### config.mk
export PLATFORM = sky130hd
export DESIGN_NAME = fetch_ctrl
export DESIGN_NICKNAME = d
export VERILOG_FILES = /design/src/rtl/rv32i_pkg.sv /design/src/rtl/fetch_skid_buf.sv /design/src/rtl/fetch_ctrl.sv
export SDC_FILE = /design/constraint.sdc
export NUM_CORES = 1
export LEC_CHECK = 0
export CORE_MARGIN = 2
export CORE_UTILIZATION = 43
export CTS_CLUSTER_DIAMETER = 40
export DETAILED_ROUTE_END_ITERATION = 12
export GPL_ROUTABILITY_DRIVEN = 0
export GPL_TIMING_DRIVEN = 1
export MAX_ROUTING_LAYER = met4
export PLACE_DENSITY = 0.64
export SYNTH_ARGS = -nofsm -noshare
export SYNTH_HDL_FRONTEND = slang
export SYNTH_SLANG_ARGS = --single-unit
### constraint.sdc
create_clock -name clk -period 6.1 [get_ports clk]
set_input_delay 1.22 -clock clk [delete_from_list [all_inputs] [get_ports clk]]
set_output_delay 1.22 -clock clk [all_outputs]
set_load 0.005 [all_outputs]
### src/rtl/rv32i_pkg.sv
// rv32i_pkg: shared types and constants for the RV32I fetch path.
//   fetch_state_e  - fetch sequencer state (IDLE, FETCH, DRAIN)
//   ILEN_BYTES     - instruction length in bytes, fetch_pc increment
//   DEFAULT_TRAP_VEC - default trap target address
//   fetch_entry_t  - queue entry {pc, inst}
//   align_pc()     - clears bits [1:0] of a fetch target
package rv32i_pkg;

  typedef enum logic [1:0] {
    IDLE  = 2'b00,
    FETCH = 2'b01,
    DRAIN = 2'b10
  } fetch_state_e;

  localparam logic [31:0] ILEN_BYTES       = 32'd4;
  localparam logic [31:0] DEFAULT_TRAP_VEC = 32'h0000_0010;

  typedef struct packed {
    logic [31:0] pc;
    logic [31:0] inst;
  } fetch_entry_t;

  function automatic logic [31:0] align_pc(input logic [31:0] addr);
    return {addr[31:2], 2'b00};
  endfunction

endpackage

### src/rtl/fetch_skid_buf.sv
// fetch_skid_buf: 2-entry synchronous queue of {pc, inst} toward decode.
//   clk, reset  - clock, asynchronous active-low reset
//   push        - write push_entry at the tail (ignored when full)
//   pop         - drop the head entry (ignored when empty)
//   flush       - empty the queue; overrides push and pop
//   count       - number of valid entries, 0..2
//   head        - entry at the head of the queue
module fetch_skid_buf
  import rv32i_pkg::*;
(
  input  logic         clk,
  input  logic         reset,
  input  logic         push,
  input  fetch_entry_t push_entry,
  input  logic         pop,
  input  logic         flush,
  output logic [1:0]   count,
  output fetch_entry_t head
);

  fetch_entry_t mem_r [2];
  logic         rd_ptr_r;
  logic         wr_ptr_r;
  logic [1:0]   count_r;
  logic         do_push_s;
  logic         do_pop_s;

  assign do_push_s = push && (count_r != 2'd2);
  assign do_pop_s  = pop && (count_r != 2'd0);

  // Queue storage, pointers and occupancy; flush empties but keeps stale data.
  always_ff @(posedge clk or negedge reset) begin
    if (!reset) begin
      mem_r[0] <= '0;
      mem_r[1] <= '0;
      rd_ptr_r <= 1'b0;
      wr_ptr_r <= 1'b0;
      count_r  <= 2'd0;
    end else if (flush) begin
      rd_ptr_r <= 1'b0;
      wr_ptr_r <= 1'b0;
      count_r  <= 2'd0;
    end else begin
      if (do_push_s) begin
        mem_r[wr_ptr_r] <= push_entry;
        wr_ptr_r        <= ~wr_ptr_r;
      end
      if (do_pop_s) begin
        rd_ptr_r <= ~rd_ptr_r;
      end
      case ({do_push_s, do_pop_s})
        2'b10:   count_r <= count_r + 2'd1;
        2'b01:   count_r <= count_r - 2'd1;
        default: count_r <= count_r;
      endcase
    end
  end

  assign count = count_r;
  assign head  = mem_r[rd_ptr_r];

endmodule

### src/rtl/fetch_ctrl.sv
// fetch_ctrl: RV32I instruction-fetch sequencer.
//   clk, reset               - clock, asynchronous active-low reset
//   imem_req/addr            - request to instruction memory, held until ack
//   imem_ack/rdata           - memory accepted request, word valid this cycle
//   inst_valid/inst/inst_pc  - queue head toward decode
//   inst_ready               - decode consumes the head
//   redirect_en/redirect_pc  - jump or taken branch from execute
//   trap_en                  - trap, fetch resumes at TRAP_VEC
module fetch_ctrl
  import rv32i_pkg::*;
#(
  parameter logic [31:0] RESET_PC = 32'h0000_0000,
  parameter logic [31:0] TRAP_VEC = DEFAULT_TRAP_VEC
) (
  input  logic        clk,
  input  logic        reset,
  output logic        imem_req,
  output logic [31:0] imem_addr,
  input  logic        imem_ack,
  input  logic [31:0] imem_rdata,
  output logic        inst_valid,
  output logic [31:0] inst,
  output logic [31:0] inst_pc,
  input  logic        inst_ready,
  input  logic        redirect_en,
  input  logic [31:0] redirect_pc,
  input  logic        trap_en
);

  fetch_state_e state_r;
  fetch_state_e state_nxt_s;
  logic [31:0]  fetch_pc_r;
  logic [31:0]  fetch_pc_nxt_s;
  logic [31:0]  saved_pc_r;
  logic [31:0]  saved_pc_nxt_s;
  logic [31:0]  target_s;
  logic         redir_s;
  logic         push_s;
  logic         pop_s;
  logic         flush_s;
  logic [1:0]   count_s;
  fetch_entry_t head_s;
  fetch_entry_t push_entry_s;

  // Trap outranks a branch/jump; both targets are word-aligned.
  assign redir_s  = trap_en | redirect_en;
  assign target_s = align_pc(trap_en ? TRAP_VEC : redirect_pc);

  assign push_entry_s = '{pc: fetch_pc_r, inst: imem_rdata};

  // Request generation: in DRAIN the old request is held regardless of the queue.
  always_comb begin
    imem_req = 1'b0;
    case (state_r)
      FETCH:   imem_req = (count_s != 2'd2);
      DRAIN:   imem_req = 1'b1;
      default: imem_req = 1'b0;
    endcase
  end

  // A redirect flushes the queue in the same cycle, so the head is hidden from decode.
  assign inst_valid = (count_s != 2'd0) && !redir_s;
  assign pop_s      = inst_valid && inst_ready;

  // Next-state, fetch_pc and saved-target logic.
  always_comb begin
    state_nxt_s    = state_r;
    fetch_pc_nxt_s = fetch_pc_r;
    saved_pc_nxt_s = saved_pc_r;
    push_s         = 1'b0;
    flush_s        = 1'b0;
    case (state_r)
      IDLE: begin
        state_nxt_s = FETCH;
      end
      FETCH: begin
        if (redir_s) begin
          flush_s = 1'b1;
          // An unacked request cannot be withdrawn, so wait it out in DRAIN.
          if (!imem_req || imem_ack) begin
            fetch_pc_nxt_s = target_s;
          end else begin
            saved_pc_nxt_s = target_s;
            state_nxt_s    = DRAIN;
          end
        end else if (imem_req && imem_ack) begin
          push_s         = 1'b1;
          fetch_pc_nxt_s = fetch_pc_r + ILEN_BYTES;
        end else begin
          fetch_pc_nxt_s = fetch_pc_r;
        end
      end
      DRAIN: begin
        flush_s = redir_s;
        if (redir_s) begin
          saved_pc_nxt_s = target_s;
        end else begin
          saved_pc_nxt_s = saved_pc_r;
        end
        // Acked data belongs to the abandoned path and is discarded.
        if (imem_ack) begin
          fetch_pc_nxt_s = redir_s ? target_s : saved_pc_r;
          state_nxt_s    = FETCH;
        end else begin
          state_nxt_s = DRAIN;
        end
      end
      default: begin
        state_nxt_s = IDLE;
      end
    endcase
  end

  // State, fetch PC and pending redirect target registers.
  always_ff @(posedge clk or negedge reset) begin
    if (!reset) begin
      state_r    <= IDLE;
      fetch_pc_r <= RESET_PC;
      saved_pc_r <= RESET_PC;
    end else begin
      state_r    <= state_nxt_s;
      fetch_pc_r <= fetch_pc_nxt_s;
      saved_pc_r <= saved_pc_nxt_s;
    end
  end

  fetch_skid_buf u_skid (
    .clk        (clk),
    .reset      (reset),
    .push       (push_s),
    .push_entry (push_entry_s),
    .pop        (pop_s),
    .flush      (flush_s),
    .count      (count_s),
    .head       (head_s)
  );

  assign imem_addr = fetch_pc_r;
  assign inst      = head_s.inst;
  assign inst_pc   = head_s.pc;

endmodule
==> flow_summary.json <==
{
  "io_buffers": 165,
  "drc": 0,
  "cts_hold_buf": 0,
  "syn_area_um2": 9718,
  "drive_above_1_share": 0.2591,
  "first_iter_violations": 386,
  "vdd_drop_max_v": 0.0001856,
  "antenna_found_initial": 0,
  "grt_start_max_net_pins": 105,
  "hold_violations": 0,
  "overflow": 0,
  "worst_pin_slew_ns": 1.113,
  "cts_tree": "yes",
  "worst-setup-path-type": "in -> out",
  "path_common_cell": "clkdlybuf4s50_1",
  "max_slew_margin": 0.2580,
  "whs_ns": 0.4869,
  "io_pins": 168,
  "period_minus_slack_ns": 4.169,
  "wirelength_um": 22990,
  "syn_to_final_growth_pct": 24.46,
  "tns_ns": 0,
  "fmax_ghz": 0.2399,
  "rsz0062_at_grt": "false",
  "skew_ns": 0.01445,
  "rows": 55,
  "final_cell_mix": "197 x dfrtp_1, 187 x mux2_2, 163 x clkdlybuf4s50_1",
  "viasPerCell": 5.594,
  "synth_cell_type_count": 55,
  "grt_pass1_vias": 6823,
  "ant_nets": 0,
  "htreeDepth": 4,
  "slowest_stage": "clkdlybuf4s50_1",
  "netlist_instances": 817,
  "clk_latency_ns": 0.44,
  "cap_violations": 0,
  "cts_root_buffer": "clkbuf_16",
  "p_leak_nw": 5.446,
  "synthArstFlopShare": 1.000,
  "syn-num-nets": 894,
  "crit_fanout": 10,
  "start_kind": "input port",
  "arrival_ns": 2.95,
  "avgSynthCellArea_um2": 11.89,
  "grtUsageTotal": 0.2034,
  "cts.sinks": 198,
  "initial_core_util": 0.4332,
  "synth-main-ff-cell": "dfrtp_1",
  "numCtsBuffers": 17,
  "power_density_nw_per_um2": 387.5,
  "antennaDiodeCount": 0,
  "avgRoutedWirePerCell_um": 18.40,
  "post_cts_buffers": 0,
  "maxSlewViolCount": 0,
  "die_area_um2": 23820,
  "yosysWarnings": 0,
  "grt_pass1_wl_um": 37380,
  "final_common_cell": "dfrtp_1",
  "cts.clk_slew.worst_paths_ns": 0.08,
  "max_stage_delay_ns": 0.59,
  "place_hpwl_um": 14840,
  "clock_path_buffers": 2,
  "nets": 1029,
  "outcome": "complete, no violations",
  "synth_edf_count": 0,
  "cp_cell_sequence": "clkdlybuf4s50_1, or2_2, nor2_1, clkdlybuf4s50_1",
  "synth_seq_cells": 198,
  "crit_required_ns": 4.88,
  "chipHeight_um": 154.3,
  "ys_seq_area_frac": 0.5098,
  "post_cts_resized": 0,
  "design.core.area_um2": 22430,
  "hold_path.class": "reg -> reg",
  "die_width_um": 154.3,
  "timing.final.crit_share": 0.6834,
  "dr_total_vias": 6993,
  "cp-end-kind": "output pin",
  "drt_first_pass_iters": 5,
  "finalSetupViolCount": 0
}
[worst max-delay path, delay by kind of cell]
| family | cells | cell delay [ns] |
|---|---|---|
| buffers and inverters | 2 | 1.11 |
| and+or+nand+nor | 2 | 0.62 |
[cells in the mapped netlist (all sizes together) (3+ instances only)]
cell,instances,area (µm²)
nor2,49,193.9
clkbuf,28,105.1
buf,31,239.0
o32a,10,100.1
o21ai,52,260.3
a41oi,7,61.31
inv,15,56.30
a22oi,4,30.03
nor4,3,63.81
a31oi,14,87.58
nand2,44,172.7
nand3,15,75.07
dfrtp,198,4955
and3,4,25.02
a21oi,48,240.2
nand4,7,56.30
and2,4,25.02
o22ai,4,25.02
o31ai,7,52.55
nand3b,16,120.1
nor3,4,36.29
mux2,193,2173
ha,7,87.58
a22o,29,254.0
[routing by layer]
metal,vias up,GRT usage,wire (µm)
met5,-,-,0
met2,206,0.3041,10550
li1,3251,-,-
met4,0,0.04982,208
met1,3517,0.2932,11270
met3,19,0.03138,964
[cell type report]
type / count / area, µm²
Clock buffer: 17 / 425.4
Clock inverter: 15 / 170.2
Fill cell: 1923 / 10340
Inverter: 15 / 56.30
Multi-Input combinational cell: 545 / 4393
Sequential cell: 198 / 4956
Tap cell: 285 / 356.6
Timing Repair Buffer: 175 / 1738
[power breakdown]
part | leakage, nW | total, mW | switching, mW | internal (mW)
Combinational | 2.46 | 1.60 | 0.698 | 0.904
Clock | 0.290 | 1.13 | 0.575 | 0.557
Sequential | 2.70 | 1.95 | 0.314 | 1.64
Total | 5.45 | 4.69 | 1.59 | 3.10
[cell families (layout without fill, tap and decap cells)]
kind of cell    Yosys count  in the layout  synth area share
flops                   198            198            0.5098
mux                     195            195            0.2257
fa+ha+maj                 7              7          0.009012
xor+xnor                  3              3          0.002704
buf+inv                  74            222           0.04120
simple gates            153            153           0.08588
compound gates          187            187            0.1257
[metrics by stage]
stage	cells	area [µm²]	util	worst slack [ns]	power (mW)
3_3_place_gp	1218	11500	0.5126	1.744	3.554
2_1_floorplan	817	9718	-	2.951	2.782
3_5_place_dp	1218	11500	0.5126	1.691	3.587
6_report	1250	12100	0.5392	1.931	4.687
4_1_cts	1250	12100	0.5392	1.901	4.733
5_1_grt	1250	12100	0.5392	1.811	4.978
[state kept, by name, summed over array words and instances, names as in the netlist]
register	flops
imem_addr	32
saved_pc_r	32
state_r	2
u_skid.count	2
u_skid.mem_r	128
u_skid.rd_ptr_r	1
u_skid.wr_ptr_r	1
[path summary, 6_finish.rpt]
check | startpoint | slack [ns] | cells after the start | endpoint
hold reg to reg | u_skid.mem_r[92]$_DFFE_PN0P_ | 0.49 | 1 | u_skid.mem_r[92]$_DFFE_PN0P_
hold / removal | u_skid.mem_r[92]$_DFFE_PN0P_ | 0.49 | 1 | u_skid.mem_r[92]$_DFFE_PN0P_
min in group asynchronous | reset | 0.85 | 1 | u_skid.mem_r[66]$_DFFE_PN0P_
setup / recovery | trap_en | 1.93 | 4 | inst_valid
max in group asynchronous | reset | 4.21 | 2 | state_r[1]$_DFFE_PN0P_
setup reg to reg | state_r[0]$_DFFE_PN0P_ | 3.00 | 7 | u_skid.mem_r[107]$_DFFE_PN0P_
Note: power is estimated with default switching activity, not from simulation.
